## src/rtl/alu_pkg.sv

```systemverilog
// ---------------------------------------------------------------------------
// alu_pkg
// Shared types for the sequential ALU: op codes, FSM states and the flag
// bundle. Also a small helper that classifies shift op codes.
// ---------------------------------------------------------------------------
package alu_pkg;

    typedef enum logic [2:0] {
        OP_AND = 3'b000,
        OP_OR  = 3'b001,
        OP_XOR = 3'b010,
        OP_ADD = 3'b011,
        OP_SUB = 3'b100,
        OP_SLL = 3'b101,
        OP_SRA = 3'b110,
        OP_SRL = 3'b111
    } op_t;

    typedef enum logic [1:0] {
        REPOSO   = 2'd0,
        DESPLAZA = 2'd1,
        HECHO    = 2'd2
    } estado_t;

    typedef struct packed {
        logic cero;
        logic negativo;
        logic acarreo;
        logic desborde;
    } banderas_t;

    // Shift ops are the only multi-cycle ones.
    function automatic logic es_desplazamiento(input op_t op);
        return (op == OP_SLL) || (op == OP_SRA) || (op == OP_SRL);
    endfunction

endpackage

```

## src/rtl/unidad_desplazamiento.sv

```systemverilog
// ---------------------------------------------------------------------------
// unidad_desplazamiento
// Serial shifter: one bit per clock, driven by a down-counter.
//   clk, rst  : clock, synchronous active-high reset
//   load      : capture dato/modo/cnt (start a new shift)
//   modo      : OP_SLL / OP_SRA / OP_SRL
//   dato      : value to shift
//   cnt       : number of single-bit steps (0 = nothing to do)
//   dato_out  : value after the step being taken this cycle
//   bit_out   : bit that leaves the register in this cycle's step
//   fin       : this cycle performs the last step
// dato_out/bit_out are combinational look-ahead so the owner can register
// the final value on the same edge the last step happens.
// ---------------------------------------------------------------------------
module unidad_desplazamiento
    import alu_pkg::*;
#(
    parameter int M  = 4,
    parameter int CW = $clog2(M + 1)
) (
    input  logic          clk,
    input  logic          rst,
    input  logic          load,
    input  op_t           modo,
    input  logic [M-1:0]  dato,
    input  logic [CW-1:0] cnt,
    output logic [M-1:0]  dato_out,
    output logic          bit_out,
    output logic          fin
);

    logic [M-1:0]  dato_q, dato_d;
    logic [CW-1:0] cnt_q, cnt_d;
    op_t           modo_q, modo_d;

    // Single step from the current register contents.
    always_comb begin
        dato_out = {1'b0, dato_q[M-1:1]};
        bit_out  = dato_q[0];
        case (modo_q)
            OP_SLL: begin
                dato_out = {dato_q[M-2:0], 1'b0};
                bit_out  = dato_q[M-1];
            end
            OP_SRA: begin
                dato_out = {dato_q[M-1], dato_q[M-1:1]};
                bit_out  = dato_q[0];
            end
            default: begin
                dato_out = {1'b0, dato_q[M-1:1]};
                bit_out  = dato_q[0];
            end
        endcase
    end

    assign fin = (cnt_q == CW'(1));

    always_comb begin
        dato_d = dato_q;
        cnt_d  = cnt_q;
        modo_d = modo_q;
        if (load) begin
            dato_d = dato;
            cnt_d  = cnt;
            modo_d = modo;
        end else if (cnt_q != '0) begin
            dato_d = dato_out;
            cnt_d  = cnt_q - CW'(1);
        end
    end

    always_ff @(posedge clk) begin
        if (rst) begin
            dato_q <= '0;
            cnt_q  <= '0;
            modo_q <= OP_AND;
        end else begin
            dato_q <= dato_d;
            cnt_q  <= cnt_d;
            modo_q <= modo_d;
        end
    end

endmodule

```

## src/rtl/alu_secuencial.sv

```systemverilog
// ---------------------------------------------------------------------------
// alu_secuencial
// Registered ALU with valid/ready on both sides. Logic/arithmetic ops take
// one cycle; shifts are iterated bit-serially by unidad_desplazamiento.
//   clk, rst        : clock, synchronous active-high reset
//   expresionA/B    : operands (B is the shift amount for shifts)
//   operacion       : op code (alu_pkg::op_t)
//   entrada_valida  : request valid       entrada_lista : can accept
//   resultado       : registered result   cero/negativo/acarreo/desborde
//   salida_valida   : result valid        salida_lista  : downstream ready
// ---------------------------------------------------------------------------
module alu_secuencial
    import alu_pkg::*;
#(
    parameter int M = 4
) (
    input  logic         clk,
    input  logic         rst,
    input  logic [M-1:0] expresionA,
    input  logic [M-1:0] expresionB,
    input  logic [2:0]   operacion,
    input  logic         entrada_valida,
    output logic         entrada_lista,
    output logic [M-1:0] resultado,
    output logic         cero,
    output logic         negativo,
    output logic         acarreo,
    output logic         desborde,
    output logic         salida_valida,
    input  logic         salida_lista
);

    localparam int         CW    = $clog2(M + 1);
    localparam logic [M:0] M_EXT = (M + 1)'(M);

    estado_t       estado_q, estado_d;
    logic [M-1:0]  resultado_q, resultado_d;
    banderas_t     flags_q, flags_d;

    op_t           op;
    logic          acepta;
    logic          carga;
    logic [CW-1:0] cnt_sat;
    logic [M:0]    suma, resta;
    logic [M-1:0]  alu_res;
    logic          alu_c, alu_v;
    logic [M-1:0]  sh_dato;
    logic          sh_bit, sh_fin;
    logic          actualiza;
    logic [M-1:0]  res_nuevo;
    logic          acarreo_nuevo, desborde_nuevo;

    assign op            = op_t'(operacion);
    assign entrada_lista = (estado_q == REPOSO) || ((estado_q == HECHO) && salida_lista);
    assign acepta        = entrada_valida && entrada_lista;
    assign salida_valida = (estado_q == HECHO);

    // Shifting by M or more gives the same bits as shifting by exactly M.
    assign cnt_sat = ({1'b0, expresionB} >= M_EXT) ? CW'(M) : expresionB[CW-1:0];

    // Single-cycle datapath.
    always_comb begin
        suma    = {1'b0, expresionA} + {1'b0, expresionB};
        resta   = {1'b0, expresionA} - {1'b0, expresionB};
        alu_res = '0;
        alu_c   = 1'b0;
        alu_v   = 1'b0;
        case (op)
            OP_AND: alu_res = expresionA & expresionB;
            OP_OR:  alu_res = expresionA | expresionB;
            OP_XOR: alu_res = expresionA ^ expresionB;
            OP_ADD: begin
                alu_res = suma[M-1:0];
                alu_c   = suma[M];
                alu_v   = (expresionA[M-1] == expresionB[M-1]) &&
                          (suma[M-1] != expresionA[M-1]);
            end
            OP_SUB: begin
                alu_res = resta[M-1:0];
                alu_c   = ~resta[M];   // no borrow <=> A >= B unsigned
                alu_v   = (expresionA[M-1] != expresionB[M-1]) &&
                          (resta[M-1] != expresionA[M-1]);
            end
            default: alu_res = '0;
        endcase
    end

    unidad_desplazamiento #(
        .M  (M),
        .CW (CW)
    ) u_desp (
        .clk      (clk),
        .rst      (rst),
        .load     (carga),
        .modo     (op),
        .dato     (expresionA),
        .cnt      (cnt_sat),
        .dato_out (sh_dato),
        .bit_out  (sh_bit),
        .fin      (sh_fin)
    );

    always_comb begin
        estado_d       = estado_q;
        carga          = 1'b0;
        actualiza      = 1'b0;
        res_nuevo      = resultado_q;
        acarreo_nuevo  = 1'b0;
        desborde_nuevo = 1'b0;
        case (estado_q)
            REPOSO, HECHO: begin
                if (acepta) begin
                    if (es_desplazamiento(op)) begin
                        if (cnt_sat == '0) begin
                            actualiza = 1'b1;
                            res_nuevo = expresionA;
                            estado_d  = HECHO;
                        end else begin
                            carga    = 1'b1;
                            estado_d = DESPLAZA;
                        end
                    end else begin
                        actualiza      = 1'b1;
                        res_nuevo      = alu_res;
                        acarreo_nuevo  = alu_c;
                        desborde_nuevo = alu_v;
                        estado_d       = HECHO;
                    end
                end else if ((estado_q == HECHO) && salida_lista) begin
                    estado_d = REPOSO;
                end
            end
            DESPLAZA: begin
                // Register the look-ahead value on the edge of the last step.
                if (sh_fin) begin
                    actualiza     = 1'b1;
                    res_nuevo     = sh_dato;
                    acarreo_nuevo = sh_bit;
                    estado_d      = HECHO;
                end
            end
            default: estado_d = REPOSO;
        endcase

        resultado_d = resultado_q;
        flags_d     = flags_q;
        // cero/negativo only move with a new result, so reset leaves them 0.
        if (actualiza) begin
            resultado_d      = res_nuevo;
            flags_d.cero     = (res_nuevo == '0);
            flags_d.negativo = res_nuevo[M-1];
            flags_d.acarreo  = acarreo_nuevo;
            flags_d.desborde = desborde_nuevo;
        end
    end

    always_ff @(posedge clk) begin
        if (rst) begin
            estado_q    <= REPOSO;
            resultado_q <= '0;
            flags_q     <= '0;
        end else begin
            estado_q    <= estado_d;
            resultado_q <= resultado_d;
            flags_q     <= flags_d;
        end
    end

    assign resultado = resultado_q;
    assign cero      = flags_q.cero;
    assign negativo  = flags_q.negativo;
    assign acarreo   = flags_q.acarreo;
    assign desborde  = flags_q.desborde;

endmodule

```

## config.mk

```make
export PLATFORM = sky130hd
export DESIGN_NAME = alu_secuencial
export DESIGN_NICKNAME = d
export VERILOG_FILES = /design/src/rtl/alu_pkg.sv /design/src/rtl/unidad_desplazamiento.sv /design/src/rtl/alu_secuencial.sv
export SDC_FILE = /design/constraint.sdc
export NUM_CORES = 1
export LEC_CHECK = 0
export CAP_MARGIN = 20
export CELL_PAD_IN_SITES_DETAIL_PLACEMENT = 0
export CELL_PAD_IN_SITES_GLOBAL_PLACEMENT = 1
export CORE_MARGIN = 2
export CORE_UTILIZATION = 44
export DETAILED_ROUTE_END_ITERATION = 8
export PLACE_DENSITY_LB_ADDON = 0.25
export SETUP_SLACK_MARGIN = 0.4
export SYNTH_ARGS = -nofsm -noshare
export SYNTH_HDL_FRONTEND = slang
export SYNTH_SLANG_ARGS = --single-unit
```

## constraint.sdc

```tcl
create_clock -name clk -period 4.25 [get_ports clk]
set_input_delay 0.6375 -clock clk [delete_from_list [all_inputs] [get_ports clk]]
set_output_delay 0.6375 -clock clk [all_outputs]
set_load 0.1 [all_outputs]
```

======== After elaboration in Yosys (flattened, before gate mapping) ========
Cells that the tools add are included.
storage, ports and cells
  output and inout port bits .............. 10
  bits in registers ....................... 20
cells by class
  magnitude comparators ................... 1
  mux-type cells .......................... 37
  equality and inequality tests ........... 18
  add/sub/neg operators ................... 3
  bitwise logic cells ..................... 4
  reduce and logical (&&, ||, !) cells .... 15
operators by type and width
  kind                                                               count
  2-to-1 mux 4 bit                                                   6
  one-hot mux 4 bit (5 select lines)                                 1
  == test 3 bit, second input constant                               6
  one-hot mux 4 bit (2 select lines)                                 2
  2-to-1 mux 1 bit                                                   15
  2-to-1 mux 2 bit                                                   5
  2-to-1 mux 3 bit                                                   3
  one-hot mux 1 bit (2 select lines)                                 4
  == test 3 x 1 -> 1 bit, second input constant                      2
  == test 3 x 2 -> 1 bit, second input constant                      2
  zero test 3 bit                                                    2
  adder 4 x 4 -> 5 bit                                               1
  subtractor 4 x 4 -> 5 bit                                          1
  AND 4 bit                                                          1
  greater-or-equal comparator 4 x 3 -> 1 bit, second input constant  1
  logical AND 1 bit                                                  4
  zero test 4 bit                                                    1
  OR 4 bit                                                           1
  one-hot mux 2 bit (2 select lines)                                 1
  bitwise XOR 4 bit                                                  1
  logical OR 1 bit                                                   3
  != test 1 bit                                                      3
  != test 3 bit, second input constant                               1
  nonzero test 3 bit                                                 1
  other kinds (10)                                                   10

======== Logic depth before layout (Yosys ltp) ========
  depth after elaboration ................. 8
  gate-level depth with buffers ........... 10
  gate-level depth less buffers ........... 10

======== Cells and area by module ========
A second synthesis with hierarchy kept.
second synthesis, totals
  cell total of the unflattened synthesis .. 212
  area, all modules ....................... 1749.2 µm²
modules (own cells, without submodules)
  module                 seq. area each (µm²)  cells each  times used  area an instance (µm²)
  alu_secuencial         180.2                 148         1           1177.4
  unidad_desplazamiento  200.2                 64          1           571.8

======== Worst setup path after synthesis ========
Ideal clock, no wire load.
  kind .................................... input to output
  start point ............................. input port salida_lista
  end point ............................... output port entrada_lista
  buffers on the path ..................... 0
  arrival ................................. 2113 ps
  cell stages on the path ................. 2
  slack ................................... 1500 ps
  cell sequence ........................... or2b_2 -> nor2b_1
between the ends
  word-level cells in the longest chain between the ends .. 2
ends and longest elaborated chain
  element            line                  text
  start, declared    alu_secuencial.sv:30  input logic salida_lista
  logical AND 1 bit  alu_secuencial.sv:54  assign entrada_lista = (estado_q == REPOSO) || ((estado_q == HECHO) && salida_lista);
  logical OR 1 bit   alu_secuencial.sv:54
  end, declared      alu_secuencial.sv:23  output logic entrada_lista,
No other way between the ends.

======== Worst setup path in the final report ========
  start point ............................. input port expresionA[2]
  end point ............................... register flags_q (netlist bit cero)
between the ends
  word-level cells in the longest chain between the ends .. 6
  elaborated cells on any way between the ends .. 11
ends and longest elaborated chain
  element                                            line                   text
  start, declared                                    alu_secuencial.sv:19   input logic [M-1:0] expresionA,
  subtractor 4 x 4 -> 5 bit (tied with other cells)  alu_secuencial.sv:64   resta = {1'b0, expresionA} - {1'b0, expresionB};
  one-hot mux 4 bit (5 select lines)                 alu_secuencial.sv:68   case (op)
  2-to-1 mux 4 bit (*)                               alu_secuencial.sv:113  if (es_desplazamiento(op)) begin
  2-to-1 mux 4 bit (*)                               alu_secuencial.sv:112  if (acepta) begin
  one-hot mux 4 bit (2 select lines) (*)             alu_secuencial.sv:110  case (estado_q)
  zero test 4 bit (*)                                alu_secuencial.sv:150  flags_d.cero = (res_nuevo == '0);
  end signal, assigned                               alu_secuencial.sv:165  flags_q <= flags_d;
  end, declared                                      alu_secuencial.sv:38   banderas_t flags_q, flags_d;
Mark *: on every way between the ends. The rest lies on a longest branch, timed or not.
A chain may end at the register's enable or synchronous reset.

==> qor.yml <==
sta:
  period_minus_slack_ps: 3060
  setup_tns_ps: 0
  min_period_over_period_pct: 72.0
  worstMarginPinSlew_ps: 971
  hold_slack_ps: 486
  fmax_mhz: 327
  rsz0062_at_grt: "no"
  setup_viol: 0
  hold_viol: 0
  skew_ps: 11.6
  maxSlewHeadroom_pct: 35.0
  slew_violations: 0
place:
  place.gp.congestion: 0.868
  dp_hpwl_mm: 3.41
  portBuffers: 24
synth:
  synth_largest_area_cell: "dfxtp_1"
  synth.distinct_cells: 59
  mappedNetlistNets: 243
  ys_seq_area_share_pct: 22.1
  synth-warning-count: 0
  syn-mean-instance-area_um2: 8.14
  synth_top_area_share_pct: 22.1
  ys_top_cells_by_area: "dfxtp_1 (22%), ha_1 (11%), nor2_1 (4.4%)"
  synth_async_sr_flop_share_pct: 0
  synth-seq-cells: 19
  synth_area_um2: 1720
  ys.flop_type: "dfxtp_1"
  syn-instance-count: 211
  synth-edff-count: 0
power_and_ir_drop:
  irDropWorstVdd_uv: 276
  power.density_nw_per_um2: 361
  power.leakage_uw: 0.000819
drt:
  via_per_inst: 5.96
  vias: 1658
  drc: 0
  routedWlPerCell_um: 15.8
  dr.pass1.iters: 4
  dr.first_iter.drc_count: 164
  antenna_left: 0
  wirelength_mm: 4.40
global_route:
  grt_pass1_wl_mm: 7.46
  grt_usage_pct: 22.3
  antenna_found_initial: 0
  grt_max_degree: 20
  grt_pass1_vias: 1586
  grt_overflow_total: 0
critical_path:
  rr_endpoint: "cero"
  crit_path_end_kind: "flip-flop"
  worst_r2r_path_depth: 8
  crit_type: "input pin to flip-flop"
  critPathArrivalTime_ps: 3280
  slowest_stage: "clkdlybuf4s50_1"
  cp_max_fo: 10
  path_delay_family: "compound AO/OA/AOI/OAI gates"
  reg2reg_from: "u_desp.cnt_q[1]"
  r2r_slack_ps: 1880
  max_stage_delay_ps: 620
  path_buf_inv: 2
  worstPathRequired_ps: 4460
  crit_chain: "clkdlybuf4s50_1 > inv_1 > ha_1 > or3_1 > and4b_1 > o32ai_1 > o221ai_1 > a21oi_1 > a32o_1"
  start_kind: "input pin"
status:
  status: "completed"
job:
  max-cap-violations: 0
clocking:
  clock_latency_ps: 270
  clock_path_buffers: 2
  cts_tree: "yes"
  cts_buffers: 3
  clock_sinks: 19
  clkTransAtPathRegs_ps: 80
  post_cts_buffers: 0
  htree_levels: 1
  ctsHoldBuffers: 0
  ctsResizeCount: 0
  cts-root-buf: "clkbuf_8"
worst_hold_path:
  min_to: "u_desp.modo_q[1]"
  hold_path_class: "flip-flop to flip-flop"
  hp-start: "u_desp.modo_q[1]"
  min_path_cells: 2
final_layout:
  seqCellArea_um2: 380
  multi_input_area_um2: 1180
  area_delta_synth_final_pct: 16.0
  diodes: 0
  num-fill-cells: 361
  final_nets: 263
  finalCoreUtilization_pct: 53.6
  drive_gt1_share_pct: 10.4
floorplan:
  die_w_um: 66.5
  core_area_um2: 3720
  dieArea_um2: 4420
  start_util_pct: 46.2
  fp-row-count: 22
  fp.dieH_um: 66.5
  pin_count: 25
-- power breakdown --
group	leakage [uW]	internal [uW]	switching, uW
registers	0.000156	209	29.6
logic	0.000637	133	219
clock network	0.0000255	65.3	64.6
-- metal layers --
metal  global-route usage [%]  vias up  routed length, um
met5                        0        -                  0
met4                     5.87        0                 38
met3                     4.56        4                350
met2                     36.5       65               2010
met1                     29.8      789               2010
li1                         -      800                  -
-- cells in the mapped netlist, types with 3 or more instances --
cell type and number:
nor3_1 5, clkbuf_1 4, mux2i_1 4, a31oi_1 3, o211ai_1 3, nor2_1 20
a21oi_1 14, nand4b_1 3, mux2_2 4, clkbuf_8 4, nand2_1 18, nand3_1 5
nand3b_1 3, ha_1 15, inv_1 17, o22ai_1 3, dfxtp_1 19, nor2b_1 6
o21ai_0 7, or2b_2 3, nand2b_1 6
-- tightest hold or removal path, cell delays in order, from the launching register on --
cell,delay [ps]
dfxtp_1,330
nand2_1,60
a21oi_1,50
-- through the flow --
stage	cells	total power, uW	area (um^2)	setup slack (ps)
after floorplan	211	509	1720	1500
after global placement	274	584	1950	1030
after detailed placement	274	591	1950	967
after CTS	278	720	1990	1230
after global routing	278	771	1990	1080
final	278	720	1990	1190
-- cell families (layout without fill, tap and decap cells) --
logic type	Yosys count	count (layout)	synth area share, %
compound gates	54	54	22.7
xor+xnor	1	1	0.510
fa+ha+maj	17	17	13.3
buf+inv	29	48	9.03
flops	19	19	22.1
mux	9	9	6.26
simple gates	82	82	26.1
-- worst max path at each step --
stage	start	endpoint	slack (ps)	cells after the start
after floorplan	salida_lista	entrada_lista	1500	2
after global placement	expresionA[2]	cero	1030	9
after detailed placement	expresionA[2]	resultado[3]	970	9
after CTS	expresionA[2]	cero	1230	9
after global routing	expresionB[0]	cero	1080	10
final	expresionA[2]	cero	1190	9
-- layout make-up --
cell class / instances / area share (%)
clock buffers: 3 / 2.07
flip-flops and latches: 19 / 19.1
inverters: 17 / 3.20
well taps: 48 / 3.01
clock inverters: 1 / 0.251
repair buffers: 27 / 13.1
multi-input cells: 163 / 59.3
-- sequential cells by signal, indices dropped and copies added, names as in the netlist --
| name | count |
|---|---|
| u_desp.modo_q | 3 |
| u_desp.cnt_q | 3 |
| u_desp.dato_q | 4 |
| acarreo | 1 |
| resultado | 4 |
| cero | 1 |
| estado_q | 2 |
| desborde | 1 |
-- layout by cell type (no fill, tap or decap), types with 2 or more instances in the layout --
| master | instances |
|---|---|
| buf_4 | 4 |
| nand4b_1 | 3 |
| clkdlybuf4s50_1 | 23 |
| dfxtp_1 | 19 |
| ha_1 | 15 |
| nand3b_1 | 3 |
| a311oi_1 | 2 |
| nand2_1 | 18 |
| o211a_1 | 2 |
| nor2b_1 | 6 |
| mux2_2 | 4 |
| nor3_1 | 5 |
| nand3_1 | 5 |
| or2b_2 | 3 |
| a32o_1 | 2 |
| o21ai_0 | 7 |
| inv_1 | 17 |
| a22oi_1 | 2 |
| nor4_1 | 2 |
| o22ai_1 | 3 |
| a31oi_1 | 3 |
| mux2i_1 | 4 |
| a211oi_1 | 2 |
| o211ai_1 | 3 |
| nor2_1 | 20 |
| nand2b_1 | 6 |
| a21oi_1 | 14 |
| fa_1 | 2 |
| clkbuf_8 | 3 |
Note: power is estimated with default switching activity, not from simulation.
